==> src/rtl/dmem_arbiter_if.sv <==
// Bus bundle between the data-memory arbiter, its two requesters (P = MEM stage,
// D = debug/loader) and the single-port data memory.
interface dmem_arbiter_if #(
  parameter int WORD_WIDTH = 32
);
  logic                  halt;

  logic                  p_req;
  logic                  p_wen;
  logic [2:0]            p_type;
  logic [WORD_WIDTH-1:0] p_addr;
  logic [WORD_WIDTH-1:0] p_wd;
  logic                  p_ack;
  logic [WORD_WIDTH-1:0] p_rd;
  logic                  p_stall;

  logic                  d_req;
  logic                  d_wen;
  logic [2:0]            d_type;
  logic [WORD_WIDTH-1:0] d_addr;
  logic [WORD_WIDTH-1:0] d_wd;
  logic                  d_ack;
  logic [WORD_WIDTH-1:0] d_rd;

  logic                  m_en;
  logic                  m_wen;
  logic [2:0]            m_type;
  logic [WORD_WIDTH-1:0] m_addr;
  logic [WORD_WIDTH-1:0] m_wd;
  logic [WORD_WIDTH-1:0] m_rd;

  logic                  owner;

  // Environment side: requesters plus the memory read-data return.
  modport master (
    output halt,
    output p_req, p_wen, p_type, p_addr, p_wd,
    input  p_ack, p_rd, p_stall,
    output d_req, d_wen, d_type, d_addr, d_wd,
    input  d_ack, d_rd,
    input  m_en, m_wen, m_type, m_addr, m_wd,
    output m_rd,
    input  owner
  );

  // Arbiter side.
  modport slave (
    input  halt,
    input  p_req, p_wen, p_type, p_addr, p_wd,
    output p_ack, p_rd, p_stall,
    input  d_req, d_wen, d_type, d_addr, d_wd,
    output d_ack, d_rd,
    output m_en, m_wen, m_type, m_addr, m_wd,
    input  m_rd,
    output owner
  );
endinterface

==> src/rtl/dmem_arbiter.sv <==
// Two-way arbiter and wait-state sequencer for the single-port data memory,
// shared between the MEM stage (P) and the debug/loader port (D).
module dmem_arbiter #(
  parameter int WORD_WIDTH   = 32,
  parameter int WAIT_STATES  = 1,
  parameter int STARVE_LIMIT = 4
) (
  input  logic         clk,
  input  logic         rst,
  dmem_arbiter_if.slave bus
);

  localparam int CW = (WAIT_STATES > 0) ? $clog2(WAIT_STATES + 1) : 1;
  localparam int SW = $clog2(STARVE_LIMIT + 1);
  localparam logic [CW-1:0] CNT_LAST   = CW'(WAIT_STATES);
  localparam logic [SW-1:0] STARVE_MAX = SW'(STARVE_LIMIT);

  typedef enum logic [1:0] {
    IDLE = 2'd0,
    BUSY = 2'd1,
    ACK  = 2'd2
  } state_t;

  state_t                state;
  logic [CW-1:0]         cnt;
  logic [SW-1:0]         starve;
  logic                  owner_q;
  logic                  wen_q;
  logic [2:0]            type_q;
  logic [WORD_WIDTH-1:0] addr_q;
  logic [WORD_WIDTH-1:0] wd_q;
  logic [WORD_WIDTH-1:0] rd_q;
  logic                  grant_d;

  // P wins contention until it has been granted STARVE_LIMIT times over a waiting D.
  always_comb begin
    grant_d = bus.d_req & (~bus.p_req | (starve == STARVE_MAX));
  end

  always_ff @(posedge clk or negedge rst) begin
    if (!rst) begin
      state   <= IDLE;
      cnt     <= '0;
      starve  <= '0;
      owner_q <= 1'b0;
      wen_q   <= 1'b0;
      type_q  <= '0;
      addr_q  <= '0;
      wd_q    <= '0;
      rd_q    <= '0;
    end else begin
      unique case (state)
        IDLE: begin
          if (!bus.halt && (bus.p_req || bus.d_req)) begin
            owner_q <= grant_d;
            wen_q   <= grant_d ? bus.d_wen  : bus.p_wen;
            type_q  <= grant_d ? bus.d_type : bus.p_type;
            addr_q  <= grant_d ? bus.d_addr : bus.p_addr;
            wd_q    <= grant_d ? bus.d_wd   : bus.p_wd;
            cnt     <= '0;
            state   <= BUSY;
            if (grant_d) begin
              starve <= '0;
            end else if (bus.d_req && (starve != STARVE_MAX)) begin
              starve <= starve + SW'(1);
            end
          end
        end
        BUSY: begin
          if (cnt == CNT_LAST) begin
            rd_q  <= bus.m_rd;
            state <= ACK;
          end else begin
            cnt <= cnt + CW'(1);
          end
        end
        ACK:     state <= IDLE;
        default: state <= IDLE;
      endcase
    end
  end

  // Memory strobes decode registered state only, so reset drops them immediately.
  assign bus.m_en    = (state == BUSY);
  assign bus.m_wen   = (state == BUSY) && (cnt == CNT_LAST) && wen_q;
  assign bus.m_type  = type_q;
  assign bus.m_addr  = addr_q;
  assign bus.m_wd    = wd_q;

  assign bus.p_ack   = (state == ACK) && !owner_q;
  assign bus.d_ack   = (state == ACK) &&  owner_q;
  assign bus.p_rd    = rd_q;
  assign bus.d_rd    = rd_q;
  assign bus.p_stall = bus.p_req & ~bus.p_ack;
  assign bus.owner   = owner_q;

endmodule

==> src/flat_wrapper.sv <==
// flat-port wrapper written by rule: the top's interface ports become plain ports
module dmem_arbiter_flat 
#(
  parameter int WORD_WIDTH   = 32,
  parameter int WAIT_STATES  = 1,
  parameter int STARVE_LIMIT = 4
)
  (clk, rst, bus_halt, bus_p_req, bus_p_wen, bus_p_type, bus_p_addr, bus_p_wd, bus_p_ack, bus_p_rd, bus_p_stall, bus_d_req, bus_d_wen, bus_d_type, bus_d_addr, bus_d_wd, bus_d_ack, bus_d_rd, bus_m_en, bus_m_wen, bus_m_type, bus_m_addr, bus_m_wd, bus_m_rd, bus_owner);
  dmem_arbiter_if #(.WORD_WIDTH(WORD_WIDTH)) bus_i ();
  input  logic clk;
  input  logic rst;
  input wire logic [$bits(bus_i.halt)-1:0] bus_halt;
  input wire logic [$bits(bus_i.p_req)-1:0] bus_p_req;
  input wire logic [$bits(bus_i.p_wen)-1:0] bus_p_wen;
  input wire logic [$bits(bus_i.p_type)-1:0] bus_p_type;
  input wire logic [$bits(bus_i.p_addr)-1:0] bus_p_addr;
  input wire logic [$bits(bus_i.p_wd)-1:0] bus_p_wd;
  output wire logic [$bits(bus_i.p_ack)-1:0] bus_p_ack;
  output wire logic [$bits(bus_i.p_rd)-1:0] bus_p_rd;
  output wire logic [$bits(bus_i.p_stall)-1:0] bus_p_stall;
  input wire logic [$bits(bus_i.d_req)-1:0] bus_d_req;
  input wire logic [$bits(bus_i.d_wen)-1:0] bus_d_wen;
  input wire logic [$bits(bus_i.d_type)-1:0] bus_d_type;
  input wire logic [$bits(bus_i.d_addr)-1:0] bus_d_addr;
  input wire logic [$bits(bus_i.d_wd)-1:0] bus_d_wd;
  output wire logic [$bits(bus_i.d_ack)-1:0] bus_d_ack;
  output wire logic [$bits(bus_i.d_rd)-1:0] bus_d_rd;
  output wire logic [$bits(bus_i.m_en)-1:0] bus_m_en;
  output wire logic [$bits(bus_i.m_wen)-1:0] bus_m_wen;
  output wire logic [$bits(bus_i.m_type)-1:0] bus_m_type;
  output wire logic [$bits(bus_i.m_addr)-1:0] bus_m_addr;
  output wire logic [$bits(bus_i.m_wd)-1:0] bus_m_wd;
  input wire logic [$bits(bus_i.m_rd)-1:0] bus_m_rd;
  output wire logic [$bits(bus_i.owner)-1:0] bus_owner;
  assign bus_i.halt = bus_halt;
  assign bus_i.p_req = bus_p_req;
  assign bus_i.p_wen = bus_p_wen;
  assign bus_i.p_type = bus_p_type;
  assign bus_i.p_addr = bus_p_addr;
  assign bus_i.p_wd = bus_p_wd;
  assign bus_p_ack = bus_i.p_ack;
  assign bus_p_rd = bus_i.p_rd;
  assign bus_p_stall = bus_i.p_stall;
  assign bus_i.d_req = bus_d_req;
  assign bus_i.d_wen = bus_d_wen;
  assign bus_i.d_type = bus_d_type;
  assign bus_i.d_addr = bus_d_addr;
  assign bus_i.d_wd = bus_d_wd;
  assign bus_d_ack = bus_i.d_ack;
  assign bus_d_rd = bus_i.d_rd;
  assign bus_m_en = bus_i.m_en;
  assign bus_m_wen = bus_i.m_wen;
  assign bus_m_type = bus_i.m_type;
  assign bus_m_addr = bus_i.m_addr;
  assign bus_m_wd = bus_i.m_wd;
  assign bus_i.m_rd = bus_m_rd;
  assign bus_owner = bus_i.owner;
  dmem_arbiter #(.WORD_WIDTH(WORD_WIDTH), .WAIT_STATES(WAIT_STATES), .STARVE_LIMIT(STARVE_LIMIT)) u_core (.clk(clk), .rst(rst), .bus(bus_i));
endmodule
==> config.mk <==
export PLATFORM = sky130hd
export DESIGN_NAME = dmem_arbiter_flat
export DESIGN_NICKNAME = d
export VERILOG_FILES = /design/src/rtl/dmem_arbiter_if.sv /design/src/rtl/dmem_arbiter.sv /design/src/flat_wrapper.sv
export SDC_FILE = /design/constraint.sdc
export NUM_CORES = 1
export LEC_CHECK = 0
export BUFFER_PORTS_ARGS = -buffer_cell sky130_fd_sc_hd__buf_2
export CORE_AREA = 2 2 122 124
export DETAILED_ROUTE_END_ITERATION = 7
export DIE_AREA = 0 0 124 126
export PLACE_DENSITY_LB_ADDON = 0.1
export SLEW_MARGIN = 30
export SYNTH_ARGS = -nofsm -noshare
export SYNTH_HDL_FRONTEND = slang
export SYNTH_SLANG_ARGS = --single-unit
==> constraint.sdc <==
create_clock -name clk -period 2.5 [get_ports clk]
set_input_delay 0.25 -clock clk [delete_from_list [all_inputs] [get_ports clk]]
set_output_delay 0.25 -clock clk [all_outputs]
set_load 0.01 [all_outputs]
# ---- Word-level counts from Yosys, hierarchy flattened
# Index checks and enable logic that the tools add are counted.
dict set report word_totals {
  regBits 107
  inputBits 173
  out_inout_bits 137
  wordCells 51
}
dict set report op_classes {
  add_sub_neg 2
  n_eq_ne 6
  mux 12
  bitwise 5
  n_reduce_logical 17
}
# operator count
set ops {}
lappend ops {{two-way mux 32 bit} 2}
lappend ops {{two-way mux 3 bit} 3}
lappend ops {{AND reduction 2 bit} 4}
lappend ops {{logical AND 1 bit} 6}
lappend ops {{two-way mux 2 bit} 2}
lappend ops {{!= test 2 x 1 -> 1 bit, second input constant} 2}
lappend ops {{one-hot mux 2 bit (2 select lines)} 1}
lappend ops {{nonzero test 2 bit} 2}
lappend ops {{adder 3 x 1 -> 3 bit, second input constant} 1}
lappend ops {{== test 3 bit, second input constant} 1}
lappend ops {{two-way mux 1 bit} 3}
lappend ops {{!= test 3 bit, second input constant} 1}
lappend ops {{AND reduction 3 bit} 1}
lappend ops {{bitwise AND 1 bit} 2}
lappend ops {{== test 2 x 1 -> 1 bit, second input constant} 1}
lappend ops {{== test 2 bit, second input constant} 1}
lappend ops {{logical NOT 1 bit} 2}
lappend ops {{logical NOT 2 bit} 1}
lappend ops {{NOT 1 bit} 2}
lappend ops {{one-hot mux 1 bit (2 select lines)} 1}
lappend ops {{adder 1 bit, second input constant} 1}
lappend ops {{logical OR 1 bit} 1}
lappend ops {{OR 1 bit} 1}

# ---- Logic depth before layout (Yosys ltp)
# Gate-level depths: netlist (run 1).
dict set report depth {
  ltp_word 5
  ltp_mapped 8
  mapped_depth_nobuf 5
}

# ---- Worst setup path after synthesis (run 1)
# No wires, ideal clock.
dict set report synth_path {
  path_type {register -> register}
  from {register u_core.starve[0]}
  to {register u_core.wd_q[29], in the netlist u_core.bus.m_wd[29]}
  setup_time_ns 0.131
  t_arrival_ns 1.462
  path_slack_ns 0.907
  path_stages_with_launch 9
  n_path_buf 3
  cell_sequence {dfrtp_1 > inv_1 > ha_1 > a21bo_1 > buf_6 > buf_6 > buf_6 > a311oi_1 > a2bb2oi_1}
}
dict set report synth_via {
  elab_chain_len 4
}
# element line
set synth_rtl {}
lappend synth_rtl {{start, declared} dmem_arbiter.sv:26} ;# logic [SW-1:0] starve;
lappend synth_rtl {{start signal, assigned} dmem_arbiter.sv:65} ;# starve <= starve + SW'(1);
lappend synth_rtl {{== test 3 bit} dmem_arbiter.sv:37} ;# grant_d = bus.d_req & (~bus.p_req | (starve == STARVE_MAX));
lappend synth_rtl {{OR 1 bit} dmem_arbiter.sv:37}
lappend synth_rtl {{bitwise AND 1 bit} dmem_arbiter.sv:37}
lappend synth_rtl {{two-way mux 32 bit} dmem_arbiter.sv:59} ;# wd_q <= grant_d ? bus.d_wd : bus.p_wd;
lappend synth_rtl {{end signal, assigned} dmem_arbiter.sv:59}
lappend synth_rtl {{end, declared} dmem_arbiter.sv:31} ;# logic [WORD_WIDTH-1:0] wd_q;
# No other way between the ends.
# A chain may end at the register's enable or synchronous reset.

# ---- Worst setup path after layout (run 1)
dict set report layout_path {
  from {register u_core.state[1]}
  to {output bus_m_wen}
}
dict set report layout_via {
  elab_chain_len 3
}
# element line
set layout_rtl {}
lappend layout_rtl {{start, declared} dmem_arbiter.sv:24} ;# state_t state;
lappend layout_rtl {{start signal, assigned} dmem_arbiter.sv:42} ;# state <= IDLE;
lappend layout_rtl {{start signal, assigned} dmem_arbiter.sv:61} ;# state <= BUSY;
lappend layout_rtl {{start signal, assigned} dmem_arbiter.sv:72} ;# state <= ACK;
lappend layout_rtl {{== test 2 x 1 -> 1 bit} dmem_arbiter.sv:85} ;# assign bus.m_wen = (state == BUSY) && (cnt == CNT_LAST) && wen_q;
lappend layout_rtl {{logical AND 1 bit (2 in a row)} dmem_arbiter.sv:85}
lappend layout_rtl {{end, declared} flat_wrapper.sv:29} ;# output wire logic [$bits(bus_i.m_wen)-1:0] bus_m_wen;
# No other way between the ends.

==> flow_summary.ini, run 1 <==
[placement]
dpl_cell_area_um2 = 6730
post-place-ws_ps = 427
place.detailed.hpwl_um = 12400
port_buffers = 309
place.gp.congestion = 0.794

[final_layout]
finish.instance_area_um2 = 7020
drive_gt1_share_pct = 52.7
final_common_cell = buf_2
layout.nets = 885
layout_common_cells = buf_2, dfrtp_1, o21ai_0
synthToLayoutAreaGrowth_pct = 31.8

[worst_hold_path]
min_from = bus_m_rd[13]
min_path_cells = 2
hp-class = in -> reg
min_to = u_core.bus.d_rd[13]$_DFFE_PN0N_

[detailed_routing]
wl_um = 17700
vias = 4988
dr.first_iter.drc_count = 297
routedWlPerCell_um = 19.6
vias_per_cell = 5.54
first_pass_iters = 6
drc_errors = 0
ant_nets = 0

[timing]
setup_viol = 0
slew-limit-headroom_pct = 47.1
fin_crit_sh_pct = 85.0
fin_setup_tns_ps = 0
whs_ps = 132
slew_violations = 0
worst_slack_ps = 376
fin_skew_ps = 6.48
timing.final.hold_violations = 0
grt_setup_unrepaired = false
period_needed_ps = 2120
tightest_slew_ps = 791
fmax_mhz = 471

[worst_setup_path]
rrSetupSlack_ps = 430
worst-setup-path-type = reg -> out
crit_arrival_ps = 1870
cp_max_fo = 34
end_kind = output pin
rr_endpoint = u_core.bus.m_wd[16]$_DFFE_PN0P_
reg2reg_depth = 6
cp.required_ps = 2250
reg2reg_from = u_core.starve[0]$_DFFE_PN0P_
cp-start-kind = register

[synth]
synth_fp_nets = 638
ys_seq_area_share_pct = 50.3
syn_area_um2 = 5320
synth_cell_types = 32
yosysWarnings = 0
syn_avg_cell_area_um2 = 11.5
ys_ff_latch = 107
synth_cells = 463

[die]
design.die.area_um2 = 15600
start_util_pct = 37.2
die_w_um = 124
die_h_um = 126
rows = 44
core_area_um2 = 14300
ioPinCount = 310

[power]
power.leakage_nw = 3.23
p_per_area_nw_per_um2 = 1240
ir_drop_v = 0.000472

[clock_network]
htreeDepth = 3
root_buffer = clkbuf_16
cts_made_buffers = 9
clock-sinks = 107
clkTransAtPathRegs_ps = 70
clock_latency_ps = 350
cts_buffer_depth = 2
cts_tree = yes

[flow_run]
max-cap-violations = 0

[global_route]
grt.overflow.total = 0
grt_pass1_wl_um = 27000
grt_start_max_net_pins = 59
track_usage_pct = 22.1
grt_antenna_before_repair = 1
grt_pass1_vias = 5151

[run_status]
status = complete, no violations
worst max path at each step:
stage	start	slack, ps	to
CTS	u_core.state[1]$_DFFE_PN0P_	330	bus_m_wen
floorplan	u_core.starve[0]$_DFFE_PN0P_	910	u_core.bus.m_wd[29]$_DFFE_PN0P_
detailed placement	u_core.starve[0]$_DFFE_PN0P_	430	u_core.bus.m_wd[16]$_DFFE_PN0P_
finish	u_core.state[1]$_DFFE_PN0P_	380	bus_m_wen
global route	u_core.state[1]$_DFFE_PN0P_	170	bus_m_wen
global placement	u_core.starve[0]$_DFFE_PN0P_	540	u_core.bus.m_wd[8]$_DFFE_PN0P_
cells in the mapped netlist:
| cell | instances | area (µm²) |
|---|---|---|
| o21bai_1 | 1 | 7.51 |
| o31ai_1 | 1 | 7.51 |
| a22o_1 | 2 | 17.5 |
| clkbuf_2 | 2 | 10.0 |
| nand2_2 | 1 | 6.26 |
| buf_1 | 2 | 7.51 |
| a311oi_1 | 68 | 596 |
| nor3b_1 | 1 | 7.51 |
| o2bb2ai_1 | 1 | 8.76 |
| mux2_2 | 34 | 383 |
| or4b_1 | 1 | 10.0 |
| a2bb2oi_1 | 67 | 587 |
| and3b_1 | 1 | 8.76 |
| inv_2 | 1 | 3.75 |
| a21boi_2 | 1 | 11.3 |
| o21ai_0 | 69 | 345 |
| nor2b_1 | 1 | 6.26 |
| buf_6 | 5 | 56.3 |
| dfrtp_1 | 107 | 2680 |
| clkbuf_1 | 30 | 113 |
| and2b_1 | 1 | 7.51 |
| a21bo_1 | 1 | 10.0 |
| nor2_4 | 1 | 11.3 |
| inv_1 | 4 | 15.0 |
| a21o_1 | 1 | 7.51 |
| buf_2 | 13 | 65.1 |
| buf_4 | 36 | 270 |
| ha_1 | 2 | 25.0 |
| nand2b_1 | 1 | 6.26 |
| or2_1 | 2 | 12.5 |
| a22oi_1 | 1 | 7.51 |
| nor2_1 | 4 | 15.0 |
state kept, by name, indices dropped and copies added (netlist names), 2 cells and up:
signal and count:
u_core.bus.m_addr 32, u_core.bus.d_rd 32, u_core.state 2, u_core.starve 3, u_core.bus.m_type 3, u_core.bus.m_wd 32
stage by stage:
stage | cells | util (%) | power [mW]
6_report | 900 | 49.0 | 8.72
5_1_grt | 900 | 49.0 | 9.29
4_1_cts | 899 | 49.0 | 8.84
3_5_place_dp | 882 | 47.0 | 7.45
3_3_place_gp | 882 | 47.0 | 7.37
2_1_floorplan | 463 | - | 6.05
what timing repair did:
item	4_1_cts	5_1_grt
hold endpoints to repair	42	0
gates resized for setup	0	0
buffers inserted	0	0
hold buffers	1	0
metal layers:
| layer | wire length, µm | vias to the layer above | global-route usage, % | part of all wire (%) |
|---|---|---|---|---|
| met5 | 0 | - | 0 | 0 |
| met3 | 1510 | 17 | 5.12 | 8.5 |
| met1 | 7200 | 2462 | 28.6 | 41 |
| met2 | 8670 | 240 | 36.2 | 49 |
| li1 | - | 2269 | - | - |
| met4 | 273 | 0 | 7.53 | 1.5 |
where the power goes:
| group | switching [mW] | total [mW] | internal (mW) |
|---|---|---|---|
| Combinational | 2.21 | 4.20 | 1.99 |
| Sequential | 0.566 | 3.17 | 2.61 |
| Clock | 0.622 | 1.35 | 0.729 |
| Total | 3.39 | 8.72 | 5.33 |
worst max-delay path: stages (launching register included):
cell and delay (ps):
dfrtp_1 430, and2b_1 260, nand2_2 450, nor2_1 220, buf_2 170
cells by family after synthesis:
logic type / count (synthesis) / share of synthesized area (%)
compound gates: 213 / 30.2
flops: 107 / 50.3
simple gates: 14 / 1.72
buf+inv: 93 / 10.2
mux: 34 / 7.19
fa+ha+maj: 2 / 0.470
final cells by class:
class                   count  area, µm²
diodes                      1       2.50
clock buffers              14        264
well taps                 184        230
inverters                   5       18.8
repair buffers            324       1690
clock inverters             2       10.0
flip-flops and latches    107       2680
multi-input cells         263       2120
fillers                  1391       7300
No activity file was read; power rests on OpenSTA's default activity.
==> run 2, diff against run 1 <==
--- a/config.mk
+++ b/config.mk
@@ -6,9 +6,9 @@
 export NUM_CORES = 1
 export LEC_CHECK = 0
 export BUFFER_PORTS_ARGS = -buffer_cell sky130_fd_sc_hd__buf_2
-export CORE_AREA = 2 2 122 124
+export CORE_MARGIN = 2
+export CORE_UTILIZATION = 40
 export DETAILED_ROUTE_END_ITERATION = 7
-export DIE_AREA = 0 0 124 126
 export PLACE_DENSITY_LB_ADDON = 0.1
 export SLEW_MARGIN = 30
 export SYNTH_ARGS = -nofsm -noshare
==> constraint.sdc (replaced) <==
create_clock -name clk -period 1.8 [get_ports clk]
set_input_delay 0.18 -clock clk [delete_from_list [all_inputs] [get_ports clk]]
set_output_delay 0.18 -clock clk [all_outputs]
set_load 0.01 [all_outputs]
==> flow_summary.ini, run 2 (synthesis gave the netlist of run 1 again) <==
[worst_setup_path]
crit_arrival_ps = 1540
cp-start-kind = register
reg2reg_from = u_core.state[1]$_DFFE_PN0P_
rrSetupSlack_ps = 110
rr_endpoint = u_core.bus.d_rd[15]$_DFFE_PN0N_
cp.required_ps = 1620
reg2reg_depth = 6
endpoint = bus_m_wen
worst-setup-path-type = reg -> out
cp_max_fo = 5
end_kind = output pin
critPathLaunch = u_core.state[1]$_DFFE_PN0P_

[detailed_routing]
wl_um = 17000
dr.first_iter.drc_count = 336
first_pass_iters = 4
ant_nets = 0
routedWlPerCell_um = 18.9
vias = 4996
vias_per_cell = 5.55
drc_errors = 0

[global_route]
grt_pass1_vias = 4957
grt_use_met3_pct = 5.60
grt_start_max_net_pins = 54
use_met2_pct = 38.4
grt_pass1_wl_um = 26100
grt.overflow.total = 0
top_usage_layer = met2
met1_usage_pct = 29.3
grt_antenna_before_repair = 0
track_usage_pct = 23.0

[placement]
place.gp.congestion = 0.817
place.detailed.hpwl_um = 12000
post-place-ws_ps = 101
port_buffers = 309
place_inst = 882

[clock_network]
cts_tree = yes
root_buffer = clkbuf_16
clock-sinks = 107
cts_made_buffers = 9
cts_buffer_depth = 2
htreeDepth = 3
clkTransAtPathRegs_ps = 70
clock_latency_ps = 350

[timing]
timing.final.hold_violations = 0
fmax_mhz = 581
tightest_slew_ps = 648
fin_skew_ps = 6.38
setup_viol = 0
period_needed_ps = 1720
fin_crit_sh_pct = 95.6
whs_ps = 54.5
slew-limit-headroom_pct = 56.7
worst_slack_ps = 78.8
slew_violations = 0

[die]
design.die.area_um2 = 14200
ioPinCount = 310
die_w_um = 119
die_h_um = 119
core_area_um2 = 13100
start_util_pct = 40.5
rows = 42

[final_layout]
fin_util_pct = 54.8
seq_area_um2 = 2680
multi_input_area_um2 = 2130
final_common_cell = buf_2
layout_common_cells = buf_2, dfrtp_1, o21ai_0
layout.nets = 895
synthToLayoutAreaGrowth_pct = 35.2
diodes = 0
n_fill_cell = 1198
final_cells = 900
drive_gt1_share_pct = 54.0

[flow_run]
max-cap-violations = 0

[run_status]
status = complete, no violations

[power]
p_per_area_nw_per_um2 = 1750
power.leakage_nw = 3.33
ir_drop_v = 0.000824
finalPower_mw = 12.6

[worst_hold_path]
hp-class = in -> reg
## run 2: repair_timing
action                                 4_1_cts  5_1_grt
hold buffers                                 1        0
gates resized for setup                      0        4
setup endpoints to repair                    0        2
endpoints found under the hold margin       30        0
setup buffers                                0        1
## run 2: worst min path at each step
| stage | start | to | depth (start not counted) |
|---|---|---|---|
| after global placement | rst | u_core.bus.m_wd[31]$_DFFE_PN0P_ | 1 |
| after global routing | bus_m_rd[16] | u_core.bus.d_rd[16]$_DFFE_PN0N_ | 2 |
| after detailed placement | rst | u_core.bus.m_addr[30]$_DFFE_PN0P_ | 1 |
| after floorplan | rst | u_core.bus.d_rd[0]$_DFFE_PN0N_ | 0 |
| final | bus_m_rd[20] | u_core.bus.d_rd[20]$_DFFE_PN0N_ | 2 |
| after CTS | bus_m_rd[20] | u_core.bus.d_rd[20]$_DFFE_PN0N_ | 2 |
## run 2: routing by layer
| metal | part of all wire [%] | vias up |
|---|---|---|
| li1 | - | 2293 |
| met2 | 48 | 243 |
| met1 | 41 | 2432 |
| met3 | 8.2 | 28 |
| met5 | 0 | - |
| met4 | 2.3 | 0 |
## run 2: worst max-delay path, cell delays in order (launching register included)
cell     delay [ps]
dfrtp_1         380
buf_4           150
and2b_2         250
nand2_4          90
buf_12          140
nor2_2           60
buf_2           140
## run 2: layout make-up
class | count | share of cell area [%]
clock buffers | 9 | 3.13
clock inverters | 6 | 1.25
inverters | 5 | 0.261
multi-input cells | 263 | 29.7
flip-flops and latches | 107 | 37.2
well taps | 176 | 3.06
repair buffers | 334 | 25.4
## run 2: stage by stage
step | instance area (µm²) | setup TNS, ps
detailed placement | 6830 | 0
floorplan | 5320 | 0
CTS | 7150 | 0
global placement | 6830 | 0
finish | 7200 | 0
global route | 7200 | -3.95
## run 2: power breakdown
group / switching [mW] / total [mW] / internal (mW)
clock network: 0.902 / 2.12 / 1.22
logic: 3.18 / 6.15 / 2.97
registers: 0.731 / 4.35 / 3.62
total: 4.82 / 12.6 / 7.81
